<file path="config.mk">
export PLATFORM = sky130hd
export DESIGN_NAME = run_sequencer
export DESIGN_NICKNAME = d
export VERILOG_FILES = /design/src/rtl/run_seq_pkg.sv /design/src/rtl/seq_watchdog.sv /design/src/rtl/run_sequencer.sv
export SDC_FILE = /design/constraint.sdc
export NUM_CORES = 1
export LEC_CHECK = 0
export BUFFER_PORTS_ARGS = -buffer_cell sky130_fd_sc_hd__buf_4
export CAP_MARGIN = 10
export CORE_ASPECT_RATIO = 1.25
export CORE_MARGIN = 4
export CORE_UTILIZATION = 45
export DETAILED_ROUTE_END_ITERATION = 8
export PLACE_DENSITY = 0.81
export SYNTH_ARGS = -nofsm -noshare
export SYNTH_HDL_FRONTEND = slang
export SYNTH_HIERARCHICAL = 1
export SYNTH_SLANG_ARGS = --single-unit
</file>
<file path="constraint.sdc">
create_clock -name clk -period 2.6 [get_ports clk]
set_input_delay 0.52 -clock clk [delete_from_list [all_inputs] [get_ports clk]]
set_output_delay 0.52 -clock clk [all_outputs]
set_load 0.01 [all_outputs]
</file>
<file path="src/rtl/run_seq_pkg.sv">
// rtl/run_seq_pkg.sv - shared state type, address defaults and byte helpers for run_sequencer
package run_seq_pkg;

    typedef enum logic [2:0] {
        IDLE,
        LOAD,
        RUN,
        READ,
        FIN
    } seq_state_t;

    // Default data-memory byte addresses of operand A MSB and result MSB.
    localparam logic [7:0] OP_BASE_DEF  = 8'd128;
    localparam logic [7:0] RES_BASE_DEF = 8'd132;

    // Bytes written per job (two 16-bit operands) and bytes read back (one 16-bit result).
    localparam int OP_BYTES  = 4;
    localparam int RES_BYTES = 2;

    // Big-endian byte idx of the packed {op_a, op_b} word: 0 = op_a MSB .. 3 = op_b LSB.
    function automatic logic [7:0] op_byte(input logic [31:0] ops, input logic [1:0] idx);
        logic [7:0] b;
        case (idx)
            2'd0:    b = ops[31:24];
            2'd1:    b = ops[23:16];
            2'd2:    b = ops[15:8];
            default: b = ops[7:0];
        endcase
        return b;
    endfunction

endpackage

</file>
<file path="src/rtl/seq_watchdog.sv">
// rtl/seq_watchdog.sv - loadable saturating down-counter with clear, enable and terminal-count flag
// Ports:
//   clk, reset    clock, synchronous active-low reset
//   clr           force count to zero
//   load/load_val load a start value (wins over en)
//   en            decrement by one, saturating at zero
//   tc            count is zero
module seq_watchdog #(
    parameter int WIDTH = 16
) (
    input  logic             clk,
    input  logic             reset,
    input  logic             clr,
    input  logic             load,
    input  logic [WIDTH-1:0] load_val,
    input  logic             en,
    output logic             tc
);

    logic [WIDTH-1:0] count;

    always_ff @(posedge clk) begin
        if (!reset || clr) begin
            count <= '0;
        end else if (load) begin
            count <= load_val;
        end else if (en && (count != '0)) begin
            count <= count - WIDTH'(1);
        end
    end

    assign tc = (count == '0);

endmodule

</file>
<file path="src/rtl/run_sequencer.sv">
// rtl/run_sequencer.sv - load/run/unload job sequencer for the tinyarch core
// Optional build macro: RUN_TIMEOUT_EN (RUN watchdog of TIMEOUT_CYC cycles).
// Ports:
//   clk, reset              clock, synchronous active-low reset
//   start, op_a, op_b       host job request and operands (sampled in IDLE)
//   busy, result_valid      job in progress / one-cycle completion pulse
//   result, cycles          result word and RUN cycle count (held until next start)
//   timeout_err             job aborted by the watchdog
//   core_req, core_done     core hold (1) / run (0) and core completion flag
//   mem_sel, mem_wr_en      data-memory port ownership and byte write strobe
//   mem_addr, mem_wdata     byte address and write data
//   mem_rdata               registered read data, one cycle after mem_addr
module run_sequencer
    import run_seq_pkg::*;
#(
    parameter logic [7:0]  OP_BASE     = OP_BASE_DEF,
    parameter logic [7:0]  RES_BASE    = RES_BASE_DEF,
    parameter int unsigned TIMEOUT_CYC = 25000
) (
    input  logic        clk,
    input  logic        reset,
    input  logic        start,
    input  logic [15:0] op_a,
    input  logic [15:0] op_b,
    output logic        busy,
    output logic        result_valid,
    output logic [15:0] result,
    output logic [15:0] cycles,
    output logic        timeout_err,
    output logic        core_req,
    input  logic        core_done,
    output logic        mem_sel,
    output logic        mem_wr_en,
    output logic [7:0]  mem_addr,
    output logic [7:0]  mem_wdata,
    input  logic [7:0]  mem_rdata
);

    seq_state_t  state, state_n;
    logic [1:0]  idx, idx_n;      // LOAD byte / READ phase; in RUN, 0 marks the first cycle
    logic [31:0] ops, ops_n;      // captured {op_a, op_b}
    logic        wd_tc;
    logic        timeout_hit;
    logic        busy_n, valid_n, core_req_n, mem_sel_n, mem_wr_en_n;
    logic [7:0]  addr_n, wdata_n;

`ifdef RUN_TIMEOUT_EN
    seq_watchdog #(
        .WIDTH(16)
    ) u_watchdog (
        .clk     (clk),
        .reset   (reset),
        .clr     (state == IDLE),
        .load    (state == LOAD),
        .load_val(16'(TIMEOUT_CYC - 1)),
        .en      (state == RUN),
        .tc      (wd_tc)
    );
`else
    // No watchdog: RUN waits for core_done indefinitely, whatever TIMEOUT_CYC says.
    assign wd_tc = 1'b0 && (TIMEOUT_CYC != 0);
`endif

    always_comb begin
        state_n     = state;
        idx_n       = idx;
        ops_n       = ops;
        timeout_hit = 1'b0;
        case (state)
            IDLE: begin
                if (start) begin
                    state_n = LOAD;
                    idx_n   = '0;
                    ops_n   = {op_a, op_b};
                end
            end
            LOAD: begin
                if (idx == 2'(OP_BYTES - 1)) begin
                    state_n = RUN;
                    idx_n   = '0;
                end else begin
                    idx_n = idx + 2'd1;
                end
            end
            RUN: begin
                // A done still high from the previous job is masked on the first cycle.
                if (idx == '0) begin
                    idx_n = 2'd1;
                end
                if ((idx != '0) && core_done) begin
                    state_n = READ;
                    idx_n   = '0;
                end else if (wd_tc) begin
                    state_n     = FIN;
                    timeout_hit = 1'b1;
                end
            end
            READ: begin
                if (idx == 2'(RES_BYTES)) begin
                    state_n = FIN;
                end else begin
                    idx_n = idx + 2'd1;
                end
            end
            FIN:     state_n = IDLE;
            default: state_n = IDLE;
        endcase

        // Outputs are decoded from the next state and registered with it.
        busy_n      = (state_n != IDLE);
        valid_n     = 1'b0;
        core_req_n  = 1'b1;
        mem_sel_n   = 1'b0;
        mem_wr_en_n = 1'b0;
        addr_n      = '0;
        wdata_n     = '0;
        case (state_n)
            LOAD: begin
                mem_sel_n   = 1'b1;
                mem_wr_en_n = 1'b1;
                addr_n      = OP_BASE + {6'd0, idx_n};
                wdata_n     = op_byte(ops_n, idx_n);
            end
            RUN:  core_req_n = 1'b0;
            READ: begin
                mem_sel_n = 1'b1;
                addr_n    = (idx_n == '0) ? RES_BASE : RES_BASE + 8'd1;
            end
            FIN:  valid_n = 1'b1;
            default: ;
        endcase
    end

    always_ff @(posedge clk) begin
        if (!reset) begin
            state        <= IDLE;
            idx          <= '0;
            ops          <= '0;
            busy         <= 1'b0;
            result_valid <= 1'b0;
            core_req     <= 1'b1;
            mem_sel      <= 1'b0;
            mem_wr_en    <= 1'b0;
            mem_addr     <= '0;
            mem_wdata    <= '0;
            result       <= '0;
            cycles       <= '0;
            timeout_err  <= 1'b0;
        end else begin
            state        <= state_n;
            idx          <= idx_n;
            ops          <= ops_n;
            busy         <= busy_n;
            result_valid <= valid_n;
            core_req     <= core_req_n;
            mem_sel      <= mem_sel_n;
            mem_wr_en    <= mem_wr_en_n;
            mem_addr     <= addr_n;
            mem_wdata    <= wdata_n;

            if ((state == IDLE) && start) begin
                cycles      <= '0;
                timeout_err <= 1'b0;
            end else if ((state == RUN) && (cycles != 16'hFFFF)) begin
                cycles <= cycles + 16'd1;
            end

            if (timeout_hit) begin
                timeout_err <= 1'b1;
                result      <= '0;
            end

            // Read data lags the address by one cycle: MSB arrives in r1, LSB in r2.
            if ((state == READ) && (idx == 2'd1)) begin
                result[15:8] <= mem_rdata;
            end
            if ((state == READ) && (idx == 2'd2)) begin
                result[7:0] <= mem_rdata;
            end
        end
    end

endmodule
</file>
; Word-level counts from Yosys, hierarchy flattened
; Cells that the tools add are included.
[classes]
muxes = 22
n_addsub = 3
n_reduce_logical = 13
eq_ne = 13
bitwise = 1
[op_table]
columns = operator, n
row1 = 32-bit two-way mux, 2
row2 = 8-bit case mux with 3 select lines, 1
row3 = "16-bit by 1-bit adder with 16-bit output, second input constant", 1
row4 = 8-bit two-way mux, 2
row5 = "16-bit != test, second input constant", 1
row6 = 8-bit case mux with 2 select lines, 1
row7 = "3-bit by 2-bit equality test with 1-bit output, second input constant", 4
row8 = 3-bit two-way mux, 4
row9 = 3-bit case mux with 4 select lines, 1
row10 = 2-bit two-way mux, 5
row11 = "8-bit by 2-bit adder with 8-bit output, first input constant", 1
row12 = 2-bit case mux with 4 select lines, 1
row13 = "2-bit equality test, second input constant", 3
row14 = "3-bit by 1-bit equality test with 1-bit output, second input constant", 2
row15 = 1-bit logical AND, 5
row16 = 1-bit two-way mux, 5
row17 = "2-bit by 1-bit equality test with 1-bit output, second input constant", 2
row18 = 2-bit logical NOT, 2
row19 = 2-bit OR reduction, 2
row20 = "3-bit equality test, second input constant", 1
row21 = 3-bit logical NOT, 1
row22 = 3-bit nonzero test, 1
row23 = "2-bit by 1-bit adder with 2-bit output, second input constant", 1
row24 = 2-bit AND reduction, 1
row25 = other kinds (2), 2
[totals]
inputBits = 44
out_inout_bits = 54
register_bits = 90

; Depth between registers and ports, before layout
; Gate-level depths: netlist (run 1).
[logic_depth]
word_depth = 7
ltp_mapped = 9

; Least setup slack after synthesis (run 1)
; OpenSTA, ideal clock, no wires.
[synth_path]
path_type = input-to-reg
start = input start
end = register mem_wdata[3]
setup_time_ns = 0.095
setup_slack_ns = 0.639
path_stages = 6
path_buffers = 1
arrival_time_ns = 1.865
path_cell_list = nand2b_1 -> a31o_1 -> a222oi_1 -> buf_4 -> mux2_1 -> a221oi_1
[synth_via]
elab_chain_len = 4
elab_cells_between_ends = 12
classes_between = 3 x eq/ne / 7 x mux / 2 x reduce/logical
[synth_rtl]
columns = item, line
row1 = "start, declared", run_sequencer.sv:22  ; input logic start,
row2 = 2-bit two-way mux / 3-bit two-way mux (equally long branches), run_sequencer.sv:71  ; if (start) begin
row3 = 2-bit case mux with 4 select lines / 3-bit case mux with 4 select lines (equally long branches), run_sequencer.sv:69  ; case (state)
row4 = 2-bit equality test (tied with other cells), run_seq_pkg.sv:23  ; case (idx)
row5 = 8-bit case mux with 3 select lines / 2-bit AND reduction (equally long branches), --
row6 = "end signal, assigned", run_sequencer.sv:159  ; mem_wdata <= wdata_n;
row7 = "end, declared", run_sequencer.sv:35  ; output logic [7:0] mem_wdata,
; Several ways; a longest one is shown, not always the timed one.
; A chain may end at the register's enable or synchronous reset.

; Worst setup path after layout (run 1)
[layout_path]
start = register state[1]
end = register mem_wdata[6]
[layout_via]
elab_chain_len = 4
elab_cells_between_ends = 17
classes_between = 6 x eq/ne / 8 x mux / 3 x reduce/logical
[layout_rtl]
columns = item, line
row1 = "start, declared", run_sequencer.sv:39  ; seq_state_t state, state_n;
row2 = "start signal, assigned", run_sequencer.sv:150  ; state <= state_n;
row3 = 3-bit by 2-bit equality test with 1-bit output (tied with other cells), run_sequencer.sv:69
row4 = 2-bit case mux with 4 select lines / 3-bit case mux with 4 select lines (equally long branches), run_sequencer.sv:69
row5 = 2-bit equality test (tied with other cells), run_seq_pkg.sv:23
row6 = 8-bit case mux with 3 select lines / 2-bit AND reduction (equally long branches), --
; Several ways; a longest one is shown, not always the timed one.

==> results of run 1 <==
-- path summary, 6_finish.rpt --
path / from / end / slack, ps / depth (start not counted)
max reg2reg: state[1] / mem_wdata[6] / 300 / 6
max: state[1] / mem_wdata[6] / 300 / 6
min reg2reg: ops[18] / ops[18] / 470 / 2
min: op_a[4] / ops[20] / 410 / 3
-- through the flow --
step           hold WS [ps]  utilization
2_1_floorplan           442            -
4_1_cts                 412        0.568
6_report                412        0.568
3_3_place_gp            453        0.547
5_1_grt                 422        0.568
3_5_place_dp            466        0.547
-- logic make-up after synthesis --
kind of cell | count (synthesis) | synth area share
AND/OR/NAND/NOR | 150 | 0.210
AO/OA/AOI/OAI | 69 | 0.143
multiplexers | 37 | 0.0989
adder cells (fa/ha/maj) | 6 | 0.0198
other | 1 | 0.000988
buffers and inverters | 36 | 0.0511
XOR/XNOR | 12 | 0.0277
flip-flops | 85 | 0.448
-- state kept, by name, summed over array words and instances, names as in the netlist --
register      flops
state             3
core_req          1
busy              1
mem_wr_en         1
mem_addr          4
mem_wdata         8
idx               2
ops              32
result_valid      1
result           16
cycles           16
-- final cells by class --
class,count,share of cell area
Multi-Input combinational cell,279,0.411
Sequential cell,85,0.363
Timing Repair Buffer,95,0.155
Inverter,10,0.00801
Clock buffer,10,0.0272
Tap cell,97,0.0259
Clock inverter,6,0.00988
-- cell usage after synthesis (all sizes together), types with 5 or more instances --
master / n / area share
mux2i: 33 / 0.087
nand4: 5 / 0.012
a21oi: 8 / 0.012
xnor2: 8 / 0.018
nand2: 56 / 0.055
nor2: 23 / 0.023
nor2b: 25 / 0.041
dfxtp: 85 / 0.45
a21boi: 30 / 0.059
inv: 10 / 0.0099
and2: 5 / 0.0082
clkbuf: 9 / 0.0089
a22o: 5 / 0.012
o21ai: 7 / 0.010
nand3: 11 / 0.015
ha: 6 / 0.020
buf: 17 / 0.032
and3: 5 / 0.0082
-- worst register-to-register path, stage by stage, from the launching register on --
cell	delay [ps]
dfxtp_1	570
nand2_1	90
a31o_1	240
a222oi_1	350
buf_4	330
mux2_1	370
a221oi_1	260
-- metal layers --
| layer | GRT usage | vias to the layer above | wire length [um] |
|---|---|---|---|
| met1 | 0.204 | 1432 | 3730 |
| li1 | - | 1523 | - |
| met2 | 0.292 | 97 | 4160 |
| met4 | 0.0930 | 0 | 202 |
| met5 | 0 | - | 0 |
| met3 | 0.0339 | 18 | 457 |
-- where the power goes --
part           total, mW  internal [mW]  switching [mW]  leakage (nW)
clock              0.841          0.354           0.488        0.0833
sequential          1.37           1.35          0.0186         0.692
combinational      0.301          0.150           0.151          1.15
total               2.51           1.85           0.658          1.92
==> metrics.txt, run 1 <==
outcome=finished clean; final setup vio count=0; Avg Cell Area, Syn=9.59 um^2; worst hold path type=input port to register; nets=530; CP cell instances=nand2_1, a31o_1, a222oi_1, buf_4, mux2_1, a221oi_1; initial antenna violation count=0; Post-synth EDFFs=0; Synth Register Bits=85; commonest cells after routing, fill and taps aside=buf_4 (94), dfxtp_1 (85), nand2_1 (56); synth-to-layout area growth=23.4%; Hold Fails Final Rpt=0; DR vias=3,070; placed cell area=4510 um^2; global-route wire length before repair=14.2 mm; Worst Tran Pin Value=650 ps; pwr/cell area=535 nW/um^2; Sink Count=85; Post-synth top flop=dfxtp_1; die area=9980 um^2; Die Span X=90.2 um; crit path launch type=register; CTS Buffer Depth=2; Syn Inst Count=396; Max-Cap Viols=0; Worst-Skew Late Latency=360 ps; Fin Clk Skew=11.1 ps; Fillers=725; setup TNS=0 ps; Non-Filler Instances=582; CTS resizes=0; total power=2.51 mW; n_diodes=0; CTS tree=done; asr flop ratio synth=0; IO Count=98; Max stage delay on crit path=570 ps; Post-Route WL=8.55 mm; max_slew headroom=0.563; total congestion overflow=0; port bufs=92; Seq/Total Area, Yosys=0.448; Core ar.=8240 um^2; Post-CTS Setup Bufs=0; largest net degree at the start of global routing=57; H-tree depth=3; slowest CP cell=dfxtp_1; drt first-iter violations=155; routed len/inst=14.7 um; register area=1700 um^2; Std-Cell Rows=37; drt drc=0; Initial Utilization=0.461; clock buffer count from CTS=9; Worst setup EP type=register; CP max FO=18; # hold bufs at CTS=0; most common cell after layout, fill and taps aside=buf_4; Multi-input gate area=1920 um^2; RSZ-0062 raised after global routing=false; Synthesis Warnings=6; crit path DAT=2560 ps; f_max=435 MHz; Placer Congestion=0.863; CP required=2860 ps; placed cells=566; fin crit share=0.884; Post-Synthesis Cell Area=3800 um^2; post-route cell area=4680 um^2; max-slew violation count=0; CTS root buf=clkbuf_8; HPWL after DPL=6.22 mm; DRT antenna net count=0; Worst Path Buf+Inv=1; Peak VDD IR=291 uV; drt first pass iters=4; vias in the first global route=3,088; Die H=111 um; final worst setup slack=301 ps; Final min period=2300 ps; CP top delay family=compound AO/OA/AOI/OAI gates; crit path kind=register to register; Clk pin slew, worst setup/hold paths=90 ps; Via-to-Cell Ratio=5.27; share of cells above drive strength 1=0.256; Place WS=273 ps; leakage power=1.92 nW; Synth cell types=56; All-Layer GR Usage=0.172
No activity file was read; power rests on OpenSTA's default activity.
==> run 2, diff against run 1 <==
--- a/config.mk
+++ b/config.mk
@@ -11,7 +11,7 @@
 export CORE_MARGIN = 4
 export CORE_UTILIZATION = 45
 export DETAILED_ROUTE_END_ITERATION = 8
-export PLACE_DENSITY = 0.81
+export PLACE_DENSITY = 0.72
 export SYNTH_ARGS = -nofsm -noshare
 export SYNTH_HDL_FRONTEND = slang
 export SYNTH_HIERARCHICAL = 1
==> constraint.sdc (replaced) <==
create_clock -name clk -period 1.96 [get_ports clk]
set_input_delay 0.392 -clock clk [delete_from_list [all_inputs] [get_ports clk]]
set_output_delay 0.392 -clock clk [all_outputs]
set_load 0.01 [all_outputs]
==> metrics.txt, run 2 (synthesis gave the netlist of run 1 again) <==
outcome=finished clean; CP max FO=5 (-13); port bufs=92 (unchanged); HPWL after DPL=6.54 mm (+5.1%); CP required=2230 ps (-630 ps); HP Start=op_a[3]; pwr/cell area=686 nW/um^2 (+28%); largest net degree at the start of global routing=39 (-32%); total congestion overflow=0 (unchanged); post-layout util=0.609 (+0.0404); Post-Route WL=8.66 mm (+1.3%); Placer Congestion=0.885 (+2.5%); f_max=519 MHz (+19%); Worst setup EP type=register; IO Count=98 (unchanged); crit path launch type=register; R2R cell count=6 (unchanged); Worst Hold Endpoint=ops[19]; Initial Utilization=0.461 (unchanged); hold path cells=3 (unchanged); n_diodes=0 (unchanged); Die H=111 um (unchanged); final setup vio count=0 (unchanged); R2R Path End=mem_wdata[3]; global-route wire length before repair=14.4 mm (+1.6%); Die Span X=90.2 um (unchanged); drt first-iter violations=101 (-35%); vias in the first global route=3,160 (+2.3%); DRT antenna net count=0 (unchanged); Regs by FF count=ops: 32 flops, cycles: 16 flops, result: 16 flops; commonest cells after routing, fill and taps aside=buf_4 (121), dfxtp_1 (80), nand2_1 (56); worst hold path type=input port to register; crit path DAT=2190 ps (-370 ps); CTS Buffer Depth=2 (unchanged); Final min period=1930 ps (-374 ps); share of cells above drive strength 1=0.330 (+0.0744); fin crit share=0.982 (+0.0981); CTS root buf=clkbuf_8; Sink Count=85 (unchanged); drt drc=0 (unchanged); total power=3.44 mW (+37%); All-Layer GR Usage=0.177 (+0.00479); die area=9980 um^2 (unchanged); CTS tree=done; Peak VDD IR=388 uV (+33%); clock buffer count from CTS=9 (unchanged); Multi-input gate area=2000 um^2 (+4.0%); most common cell after layout, fill and taps aside=buf_4; Worst R2R Start=state[1]; placed cell area=4750 um^2 (+5.4%); Max-Cap Viols=0 (unchanged); Worst-Skew Late Latency=350 ps (about the same); post-route cell area=5020 um^2 (+7.1%); nets=559 (+5.5%); H-tree depth=3 (unchanged); Fillers=718 (-0.97%); Clk pin slew, worst setup/hold paths=80 ps (about the same); DR vias=3,122 (+1.7%); Post-CTS Setup Bufs=0 (unchanged); max-slew violation count=0 (unchanged); synth-to-layout area growth=32.2%; setup TNS=0 ps (unchanged); Fin Clk Skew=6.30 ps (-4.85 ps); Place WS=-174 ps (-447 ps); # hold bufs at CTS=0 (unchanged); reg2reg setup slack=30 ps (-270 ps); Std-Cell Rows=37 (unchanged); Via-to-Cell Ratio=5.13 (-2.8%); drt first pass iters=4 (unchanged); Core ar.=8240 um^2 (unchanged); final worst setup slack=34.5 ps (-266 ps); register area=1710 um^2 (+0.37%); RSZ-0062 raised after global routing=true; initial antenna violation count=0 (unchanged); Hold Fails Final Rpt=0 (unchanged); crit path kind=register to register; Top reg by flops=ops; Non-Filler Instances=609 (+4.6%); leakage power=2.12 nW (+10%); routed len/inst=14.2 um (-3.2%); placed cells=595 (+5.1%); hold slack=297 ps (-116 ps); Largest register FFs=32 (unchanged)
-- run 2: cell count changes in the layout (fill, tap and decap cells not counted), moves of 4 or more --
cell	previous run	this run
mux2_1	4	0
buf_4	94	121
dfxtp_2	0	5
dfxtp_1	85	80
mux2_4	0	4
-- run 2: layout make-up --
class	count	area share
clock inverter	2	0.00698
tap	97	0.0242
sequential	85	0.340
inverter	10	0.00748
timing repair buffer	124	0.193
multi-input combinational	279	0.399
clock buffer	12	0.0289
-- run 2: timing repair --
action | 4_1_cts | 5_1_grt
pin swaps | 4 | 2
endpoints found under the setup margin | 5 | 11
gates resized for setup | 11 | 10
-- run 2: metal layers --
layer,up-vias,routed length [um],global-route usage
li1,1580,-,-
met1,1456,3510,0.198
met2,75,4450,0.308
met3,11,557,0.0577
met4,0,144,0.0725
met5,-,0,0
-- run 2: power by group --
part	total, mW	switching (mW)	internal, mW
registers	1.81	0.0187	1.79
logic	0.464	0.217	0.246
clock network	1.17	0.565	0.609
total	3.44	0.801	2.64
-- run 2: worst max-delay path by stage --
stage,endpoint,depth (start not counted),slack [ps],start
6_report,mem_wdata[3],6,30,state[1]
5_1_grt,mem_wdata[3],6,-60,state[1]
4_1_cts,mem_wdata[6],6,-6,state[1]
3_5_place_dp,mem_wdata[3],7,-170,start
3_3_place_gp,mem_wdata[3],7,-140,start
2_1_floorplan,mem_wdata[0],7,60,idx[1]
-- run 2: worst max-delay path: stages (launching register included) --
cell and delay (ps):
dfxtp_2 340, nand2b_4 140, a31o_1 170, a222oi_1 400
buf_4 250, mux2_4 310, a221oi_2 230
==> run 3, diff against run 2 <==
--- a/config.mk
+++ b/config.mk
@@ -5,9 +5,9 @@
 export SDC_FILE = /design/constraint.sdc
 export NUM_CORES = 1
 export LEC_CHECK = 0
+export ABC_AREA = 1
 export BUFFER_PORTS_ARGS = -buffer_cell sky130_fd_sc_hd__buf_4
-export CAP_MARGIN = 10
-export CORE_ASPECT_RATIO = 1.25
+export CORE_ASPECT_RATIO = 1.2
 export CORE_MARGIN = 4
 export CORE_UTILIZATION = 45
 export DETAILED_ROUTE_END_ITERATION = 8
==> metrics.txt, run 3 <==
outcome=finished clean; n_diodes=0 (unchanged); clock buffer count from CTS=9 (unchanged); drt first-iter violations=265 (+160%); Seq/Total Area, Yosys=0.442 (-0.00598); slowest CP cell=dfxtp_2; All-Layer GR Usage=0.186 (+0.00898); Synth top area share=0.442 (-0.00598); CP cell instances=inv_1, ha_1, nand3_1, inv_1, a21oi_4, buf_12, nand3_1, nand3_1, nand2_1, inv_1; most common cell after layout, fill and taps aside=nand2_1; CTS Buffer Depth=2 (unchanged); CP required=2250 ps (+20 ps); final setup vio count=0 (unchanged); CTS root buf=clkbuf_8; metal3 WL=763 um (+37%); CP max FO=16 (+11); Synthesis Warnings=6 (unchanged); Synth Register Bits=85 (unchanged); Std-Cell Rows=36 (-2.7%); Post-synth EDFFs=0 (unchanged); crit path kind=register to register; IO Count=98 (unchanged); Worst-Skew Late Latency=350 ps (about the same); Peak VDD IR=321 uV (-17%); largest net degree at the start of global routing=40 (+2.6%); pwr/cell area=736 nW/um^2 (+7.3%); drt first pass iters=5 (+1); nets=676 (+21%); Sink Count=85 (unchanged); WL met2=4.29 mm (-3.6%); register area=1700 um^2 (-0.22%); Worst Setup SP=idx[0]; vias in the first global route=3,252 (+2.9%); Largest register FFs=32 (unchanged); Fillers=793 (+10%); top layer in use=met4; H-tree depth=3 (unchanged); post-layout util=0.590 (-0.0186); Worst Path Buf+Inv=4 (+3); total congestion overflow=0 (unchanged); Initial Utilization=0.467 (+0.00608); port bufs=92 (unchanged); CTS tree=done; max-slew violation count=0 (unchanged); Placer Congestion=0.917 (+3.6%); asr flop ratio synth=0 (unchanged); DRT antenna net count=0 (unchanged); synth top area cells=dfxtp_1 (44%), nand2_1 (14%), nand3_1 (8.2%), a21oi_1 (7.0%), inv_1 (4.6%); RSZ-0062 raised after global routing=false; routed len/inst=12.8 um (-10%); Met1 Wirelength=4.32 mm (+23%); Die H=109 um (-1.3%); Post-synth top flop=dfxtp_1; Synth top cells by count=nand2_1 (146), dfxtp_1 (85), nand3_1 (63); fin crit share=0.929 (-0.0536); Final min period=1820 ps (-105 ps); Post-Synthesis Cell Area=3850 um^2 (+1.4%); Syn Inst Count=533 (+35%); Hold Fails Final Rpt=0 (unchanged); setup TNS=0 ps (unchanged); Via-to-Cell Ratio=4.90 (-4.5%); Worst R2R Start=idx[0]; synth-to-layout area growth=26.5%; crit path launch type=register; crit path DAT=2110 ps (-80 ps); initial antenna violation count=0 (unchanged); commonest cells after routing, fill and taps aside=nand2_1 (146), buf_4 (105), dfxtp_1 (83); Die Span X=92.4 um (+2.5%); Fin Clk Skew=13.0 ps (+6.68 ps); Core ar.=8240 um^2 (about the same); Avg Cell Area, Syn=7.22 um^2 (-25%); Synth area leader=dfxtp_1; Post-Route WL=9.53 mm (+10%); HP Start=reset; Synth cell types=35 (-38%); DR vias=3,647 (+17%); Regs by FF count=ops: 32 flops, cycles: 16 flops, result: 16 flops; Max-Cap Viols=0 (unchanged); worst hold path type=input port to register; f_max=549 MHz (+5.8%); total power=3.58 mW (+4.0%); HPWL after DPL=7.11 mm (+8.7%); count leader, synth=nand2_1; die area=10,100 um^2 (+1.2%); global-route wire length before repair=15.0 mm (+4.1%); leakage power=2.26 nW (+6.9%); Multi-input gate area=1810 um^2 (-9.6%); share of cells above drive strength 1=0.225 (-0.105); Top reg by flops=ops; drt drc=0 (unchanged); CP top delay family=simple AND/OR/NAND/NOR gates; Clk pin slew, worst setup/hold paths=80 ps (about the same); Max stage delay on crit path=390 ps (about the same); Worst setup EP type=register
-- run 3: cell count changes after synthesis, moves of 6 or more --
cell / previous run / this run
nand2_1: 56 / 146
nand3_1: 11 / 63
a21boi_0: 30 / 0
or2_2: 0 / 6
inv_1: 9 / 47
nor2b_1: 25 / 0
nor2_1: 23 / 35
a21oi_1: 7 / 54
mux2i_1: 33 / 1
o21ai_1: 0 / 9
-- run 3: worst reg2reg max path: cells and delay by family, from the launching register on --
kind,cells,cell delay [ps]
AOI/OAI and AO/OA,1,160
adders and majority gates,1,330
buffers and inverters,4,440
DFF,1,390
and+or+nand+nor,4,460
-- run 3: metal layers --
metal | GRT usage | vias to the layer above
met5 | 0 | -
met4 | 0.0807 | 0
met3 | 0.0383 | 18
met2 | 0.287 | 145
met1 | 0.253 | 1592
li1 | - | 1892
-- run 3: final cells by class --
type / instances / share of cell area
tap: 114 / 0.0293
timing repair buffer: 106 / 0.166
clock inverter: 5 / 0.0121
inverter: 51 / 0.0393
clock buffer: 11 / 0.0311
sequential: 85 / 0.350
multi-input combinational: 373 / 0.372
-- run 3: stage by stage --
| stage | setup WS (ps) | area [um^2] | cells | hold slack, ps |
|---|---|---|---|---|
| global route | 34.8 | 4870 | 745 | 258 |
| CTS | 46.4 | 4820 | 743 | 262 |
| floorplan | 324 | 3860 | 537 | 451 |
| detailed placement | 55.3 | 4610 | 727 | 457 |
| global placement | 133 | 4610 | 727 | 453 |
| finish | 140 | 4870 | 745 | 280 |
-- run 3: repair_timing --
action | 4_1_cts | 5_1_grt
buffers inserted | 0 | 1
setup endpoints to repair | 0 | 10
resized for setup | 0 | 5
hold buffers | 0 | 0
-- run 3: cells by family after synthesis --
group                    after synthesis  synth area share
AND/OR/NAND/NOR                      270             0.304
flip-flops                            85             0.442
other                                  1          0.000975
buffers and inverters                 80            0.0979
AO/OA/AOI/OAI                         79             0.108
XOR/XNOR                              11            0.0250
adder cells (fa/ha/maj)                6            0.0195
multiplexers                           1           0.00260
-- run 3: final timing paths --
path / end / slack [ps] / depth (start not counted)
max: mem_wdata[4] / 140 / 10
min: core_req / 280 / 2
max reg2reg: mem_wdata[4] / 140 / 10
min reg2reg: result[15] / 470 / 2
-- run 3: report_power, final --
part	internal, mW	switching (mW)	total (mW)
registers	1.80	0.0246	1.82
logic	0.202	0.290	0.492
clock network	0.658	0.611	1.27
total	2.66	0.926	3.58
